==> src/rtl/idex_stage_buffer_if.sv <==
// idex_stage_buffer_if: ID->EX beat bus (ID side handshake, EX side handshake, flush)
interface idex_stage_buffer_if #(
    parameter int CTRL_W  = 12,
    parameter int DATA_W  = 32,
    parameter int NUM_OPS = 3,
    parameter int RD_W    = 4,
    parameter int AMT_W   = 12
);
    logic                      flush;
    logic                      in_valid;
    logic                      in_ready;
    logic [CTRL_W-1:0]         in_ctrl;
    logic [NUM_OPS*DATA_W-1:0] in_ops;
    logic [AMT_W-1:0]          in_amt;
    logic [RD_W-1:0]           in_rd;
    logic                      out_valid;
    logic                      out_ready;
    logic [CTRL_W-1:0]         out_ctrl;
    logic [NUM_OPS*DATA_W-1:0] out_ops;
    logic [AMT_W-1:0]          out_amt;
    logic [RD_W-1:0]           out_rd;
    logic [2:0]                out_stype;
    modport master (
        output flush, in_valid, in_ctrl, in_ops, in_amt, in_rd, out_ready,
        input  in_ready, out_valid, out_ctrl, out_ops, out_amt, out_rd, out_stype
    );
    modport slave (
        input  flush, in_valid, in_ctrl, in_ops, in_amt, in_rd, out_ready,
        output in_ready, out_valid, out_ctrl, out_ops, out_amt, out_rd, out_stype
    );
endinterface

==> src/rtl/idex_stage_buffer.sv <==
// idex_stage_buffer: ID/EX stage with 2-entry skid buffer, registered in_ready and flush bubble.
// Define IDEX_STAGE_STATS_EN to add saturating stall/flush/bubble counters.
module idex_stage_buffer #(
    parameter int CTRL_W    = 12,
    parameter int DATA_W    = 32,
    parameter int NUM_OPS   = 3,
    parameter int RD_W      = 4,
    parameter int AMT_W     = 12,
    parameter int STYPE_CH  = 1,
    parameter int STYPE_LSB = 25
) (
    input  logic                    CLK,
    input  logic                    CLR,
    idex_stage_buffer_if.slave      bus
`ifdef IDEX_STAGE_STATS_EN
    ,
    output logic [15:0]             stall_cnt,
    output logic [15:0]             flush_cnt,
    output logic [15:0]             bubble_cnt
`endif
);
    localparam int PW = CTRL_W + NUM_OPS*DATA_W + AMT_W + RD_W + 3;

    if (STYPE_LSB + 2 >= DATA_W || STYPE_CH >= NUM_OPS) begin : g_bad_stype
        $error("idex_stage_buffer: shifter-type field lies outside the operand channels");
    end

    typedef enum logic [1:0] {EMPTY, ONE, TWO} state_t;

    state_t          st, st_n;
    logic [PW-1:0]   m_q, s_q, m_n, s_n, in_pay;
    logic            rdy_q, acc, pop, ov;

    // stype is frozen into the entry at acceptance, never recomputed at the output
    assign in_pay = {bus.in_ctrl, bus.in_ops, bus.in_amt, bus.in_rd,
                     bus.in_ops[STYPE_CH*DATA_W+STYPE_LSB +: 3]};
    assign ov     = st != EMPTY;
    assign acc    = bus.in_valid & rdy_q;
    assign pop    = ov & bus.out_ready;

    always_comb begin
        st_n = st;
        m_n  = m_q;
        s_n  = s_q;
        if (bus.flush) begin
            st_n = EMPTY;
            m_n  = '0;
            s_n  = '0;
        end else begin
            case (st)
                EMPTY: if (acc) begin
                    st_n = ONE;
                    m_n  = in_pay;
                end
                ONE: if (acc && pop) begin
                    m_n  = in_pay;
                end else if (acc) begin
                    st_n = TWO;
                    s_n  = in_pay;
                end else if (pop) begin
                    st_n = EMPTY;
                end
                TWO: if (pop) begin
                    st_n = ONE;
                    m_n  = s_q;
                end
                default: st_n = EMPTY;
            endcase
        end
    end

    always_ff @(posedge CLK) begin
        if (CLR) begin
            st    <= EMPTY;
            m_q   <= '0;
            s_q   <= '0;
            rdy_q <= 1'b1;
        end else begin
            st    <= st_n;
            m_q   <= m_n;
            s_q   <= s_n;
            rdy_q <= st_n != TWO;
        end
    end

    assign bus.in_ready  = rdy_q;
    assign bus.out_valid = ov;
    assign {bus.out_ctrl, bus.out_ops, bus.out_amt, bus.out_rd, bus.out_stype} = m_q;

`ifdef IDEX_STAGE_STATS_EN
    always_ff @(posedge CLK) begin
        if (CLR) begin
            stall_cnt  <= '0;
            flush_cnt  <= '0;
            bubble_cnt <= '0;
        end else begin
            if (ov && !bus.out_ready && !(&stall_cnt)) stall_cnt <= stall_cnt + 16'd1;
            if (bus.flush && !(&flush_cnt)) flush_cnt <= flush_cnt + 16'd1;
            if (!ov && !(&bubble_cnt)) bubble_cnt <= bubble_cnt + 16'd1;
        end
    end
`endif
endmodule

==> src/flat_wrapper.sv <==
// flat-port wrapper written by rule: the top's interface ports become plain ports
module idex_stage_buffer_flat 
#(
    parameter int CTRL_W    = 12,
    parameter int DATA_W    = 32,
    parameter int NUM_OPS   = 3,
    parameter int RD_W      = 4,
    parameter int AMT_W     = 12,
    parameter int STYPE_CH  = 1,
    parameter int STYPE_LSB = 25
)
  (CLK, CLR, bus_flush, bus_in_valid, bus_in_ctrl, bus_in_ops, bus_in_amt, bus_in_rd, bus_out_ready, bus_in_ready, bus_out_valid, bus_out_ctrl, bus_out_ops, bus_out_amt, bus_out_rd, bus_out_stype);
  idex_stage_buffer_if #(.CTRL_W(CTRL_W), .DATA_W(DATA_W), .NUM_OPS(NUM_OPS), .RD_W(RD_W), .AMT_W(AMT_W)) bus_i ();
  input  logic CLK;
  input  logic CLR;
  input wire logic [$bits(bus_i.flush)-1:0] bus_flush;
  input wire logic [$bits(bus_i.in_valid)-1:0] bus_in_valid;
  input wire logic [$bits(bus_i.in_ctrl)-1:0] bus_in_ctrl;
  input wire logic [$bits(bus_i.in_ops)-1:0] bus_in_ops;
  input wire logic [$bits(bus_i.in_amt)-1:0] bus_in_amt;
  input wire logic [$bits(bus_i.in_rd)-1:0] bus_in_rd;
  input wire logic [$bits(bus_i.out_ready)-1:0] bus_out_ready;
  output wire logic [$bits(bus_i.in_ready)-1:0] bus_in_ready;
  output wire logic [$bits(bus_i.out_valid)-1:0] bus_out_valid;
  output wire logic [$bits(bus_i.out_ctrl)-1:0] bus_out_ctrl;
  output wire logic [$bits(bus_i.out_ops)-1:0] bus_out_ops;
  output wire logic [$bits(bus_i.out_amt)-1:0] bus_out_amt;
  output wire logic [$bits(bus_i.out_rd)-1:0] bus_out_rd;
  output wire logic [$bits(bus_i.out_stype)-1:0] bus_out_stype;
  assign bus_i.flush = bus_flush;
  assign bus_i.in_valid = bus_in_valid;
  assign bus_i.in_ctrl = bus_in_ctrl;
  assign bus_i.in_ops = bus_in_ops;
  assign bus_i.in_amt = bus_in_amt;
  assign bus_i.in_rd = bus_in_rd;
  assign bus_i.out_ready = bus_out_ready;
  assign bus_in_ready = bus_i.in_ready;
  assign bus_out_valid = bus_i.out_valid;
  assign bus_out_ctrl = bus_i.out_ctrl;
  assign bus_out_ops = bus_i.out_ops;
  assign bus_out_amt = bus_i.out_amt;
  assign bus_out_rd = bus_i.out_rd;
  assign bus_out_stype = bus_i.out_stype;
  idex_stage_buffer #(.CTRL_W(CTRL_W), .DATA_W(DATA_W), .NUM_OPS(NUM_OPS), .RD_W(RD_W), .AMT_W(AMT_W), .STYPE_CH(STYPE_CH), .STYPE_LSB(STYPE_LSB)) u_core (.CLK(CLK), .CLR(CLR), .bus(bus_i));
endmodule
==> config.mk <==
export PLATFORM = sky130hd
export DESIGN_NAME = idex_stage_buffer_flat
export DESIGN_NICKNAME = d
export VERILOG_FILES = /design/src/rtl/idex_stage_buffer_if.sv /design/src/rtl/idex_stage_buffer.sv /design/src/flat_wrapper.sv
export SDC_FILE = /design/constraint.sdc
export NUM_CORES = 1
export LEC_CHECK = 0
export ABC_AREA = 1
export CORE_MARGIN = 4
export CORE_UTILIZATION = 44
export DETAILED_ROUTE_END_ITERATION = 16
export GPL_TIMING_DRIVEN = 0
export PLACE_DENSITY_LB_ADDON = 0.05
export SLEW_MARGIN = 20
export SYNTH_ARGS = -nofsm -noshare
export SYNTH_HDL_FRONTEND = slang
export SYNTH_SLANG_ARGS = --single-unit
==> constraint.sdc <==
create_clock -name CLK -period 4.1 [get_ports CLK]
set_input_delay 0.41 -clock CLK [delete_from_list [all_inputs] [get_ports CLK]]
set_output_delay 0.41 -clock CLK [all_outputs]
set_load 0.03 [all_outputs]
==> metrics.cfg <==
[setup_path]
worst_r2r_path_depth=8
start_kind=flop
register_to_register_setup_slack_ns=2.01
worst_setup_path_endpoint=bus_out_valid
crit_required_ns=3.69
rr_endpoint=u_core.s_q[77]
crit_type=reg -> out
rr_startpoint=u_core.st[1]
crit_path_arrival_time_ns=1.78
critical_path_endpoint_category=output pin
critPathMaxFanout=4
max_stage_delay_ns=0.73
critPathLaunch=u_core.st[1]
crit_slowest_cell=sky130_fd_sc_hd__clkdlybuf4s50_1
timing.critical_path.cells=inv_2 -> nand2_1 -> clkdlybuf4s50_1

[placement]
dpl.hpwl_mm=23.1
buffer_ports.inserted=257
place_congestion=0.850
place.detailed.instances=2338

[detailed_routing]
avgRoutedWirePerCell_um=14.0
detailedRoute.firstPassIterationCount=5
detailedRoute.firstIterationViolations=749
drc_violations_left=0
antenna_violating_nets_post_route=0
wl_mm=33.5
viasPerCell=4.71
vias=11300

[power_and_ir_drop]
cellLeakagePower_nw=6.47
max-vdd-ir-drop_mv=0.300
power_per_cell_area_mw_per_mm2=402

[clocking]
cts_resized=0
tritoncts_buffers=29
post-cts-setup-buffer-count=0
cts_root_buf=sky130_fd_sc_hd__clkbuf_16
clk_path_buf_depth=3
clkSinkCount=251
path_clk_slew_ns=0.06
clkLatencyLatePin_ns=0.54
ctsHtreeMaxLevel=1
cts_hold_buf=0
cts_tree=built

[synth]
number_of_enable_type_register_cells_in_the_synthesized_netlist=0
post_synth_net_total=1886
ys.warnings.count=0
yosysSeqAreaShare_pct=45.2
synth_largest_area_cell=sky130_fd_sc_hd__dfxtp_1
most_frequently_used_cell_type_in_the_post_synthesis_netlist=sky130_fd_sc_hd__nand2_1
synth_top_cell_area_share_pct=45.2
synth_top_cells_by_count=sky130_fd_sc_hd__nand2_1 (750), sky130_fd_sc_hd__dfxtp_1 (251), sky130_fd_sc_hd__nor2_1 (249)
ys_ff_latch=251
synthDistinctLibCells=16
yosys_most_used_dff=sky130_fd_sc_hd__dfxtp_1
netlist_instances=1757
netlist_top_cells_area=sky130_fd_sc_hd__dfxtp_1 (45%), sky130_fd_sc_hd__nand2_1 (25%), sky130_fd_sc_hd__nor2_1 (8.4%)
syn_avg_cell_area_um2=6.33
post_synth_instance_area_mm2=0.0111
ys_async_sr_fraction_pct=0

[outcome]
run_status=complete, no violations

[global_routing]
global_route.usage.total_pct=22.7
grt_pass1_wl_mm=53.0
grt_start_max_net_pins=15
globalRoute.totalOverflow=0
grt_pass1_vias=10300
antenna_found_initial=5

[floorplanning]
initial_core_util_pct=45.2
die_w_um=167
die_area_mm2=0.0279
io_pins=258
fp-row-count=57
core_area_mm2=0.0246
die_y_um=167

[cells_and_area]
final_core_util_pct=61.5
num-nets-final=2174
multi_input_area_mm2=0.00504
post_synthesis_to_final_layout_area_growth_pct=36.2
layout-drive-gt1-share_pct=5.75
ff_latch_area_mm2=0.00502
instances_no_fill=2394
num-fill-cells=2386

[run]
cap_viol_max_count=0

[worst_hold_path]
worstHoldPathType=reg -> reg

[timing]
post-route-period-util_pct=53.4
finalSetupTns_ns=0
whs_ns=0.459
period_minus_slack_ns=2.19
slew_violations=0
timing.final.hold_violations=0
rsz0062_at_grt=no
final-setup-viol-count=0
achievable-frequency_ghz=0.457
max_slew_margin_pct=54.6
timing.clock.skew_ns=0.00861
pin_slew_with_the_least_headroom_to_its_limit_ns=0.681

## sequential cells by signal, indices dropped and copies added, names as in the netlist
signal and flops:
u_core.s_q 124, u_core.m_q 124, u_core.bus.in_ready 1, u_core.st 2
## critical path, delay by kind of cell (launching register included)
family / cells / cell delay, ns
buffers and inverters: 2 / 0.80
flip-flops: 1 / 0.38
AND/OR/NAND/NOR: 1 / 0.07
## cells in the final DEF, fill, tap and decap left out, drive strengths merged
master         netlist  final
a21oi              125    125
buf                 67     67
nor3                 1      1
dfxtp              251    251
nand3              125    125
nand4                1      1
clkinv               0      3
inv                130    132
diode                0      2
nand2              751    751
clkbuf              54     99
o21ai                1      1
nor2               251    251
clkdlybuf4s50        0    257
bufinv               0      4
## worst min-delay path by stage
stage / start / endpoint / slack [ns] / cells after the start
floorplan: u_core.s_q[86] / u_core.s_q[86] / 0.44 / 2
global placement: u_core.s_q[46] / u_core.s_q[46] / 0.45 / 2
detailed placement: u_core.s_q[34] / u_core.s_q[34] / 0.45 / 2
CTS: bus_in_ops[32] / u_core.s_q[51] / 0.45 / 3
global route: bus_in_ops[24] / u_core.s_q[43] / 0.47 / 3
finish: u_core.s_q[21] / u_core.s_q[21] / 0.46 / 2
## cells by family (layout without fill, tap and decap cells)
logic type / count (synthesis) / count (layout) / share of synthesized area, %
other: 0 / 2 / 0
DFF: 251 / 251 / 45.2
AOI/OAI and AO/OA: 126 / 126 / 5.67
buffers and inverters: 251 / 562 / 9.51
and+or+nand+nor: 1129 / 1129 / 39.6
## where the power goes
| group | switching (W) | internal [W] |
|---|---|---|
| Combinational | 0.000460 | 0.000326 |
| Sequential | 0.0000349 | 0.00250 |
| Clock | 0.00103 | 0.00173 |
## metal layers
metal / up-vias / share of wire, % / global-route usage [%]
met5: - / 0.16 / 0
met4: 6 / 2.9 / 6.69
met3: 70 / 6.1 / 4.38
met2: 313 / 46 / 37.2
met1: 4960 / 45 / 30.6
li1: 5918 / - / -
## stage by stage
stage                     total power [W]  setup slack [ns]  instance area (um2)
final                             0.00608              1.91                15100
after global routing              0.00633              1.85                15100
after CTS                         0.00614              1.92                15100
after detailed placement          0.00338              1.50                14100
after global placement            0.00337              1.52                14100
after floorplan                   0.00301              2.53                11100
## area by class of cell
type	instances	area share, %
flip-flops and latches	251	33.2
multi-input cells	1255	33.3
clock buffers	45	5.85
inverters	130	3.22
well taps	324	2.68
repair buffers	257	17.0
plain buffers	121	3.76
clock inverters	9	1.02
diodes	2	0.0331
(Power assumes the default switching activity.)
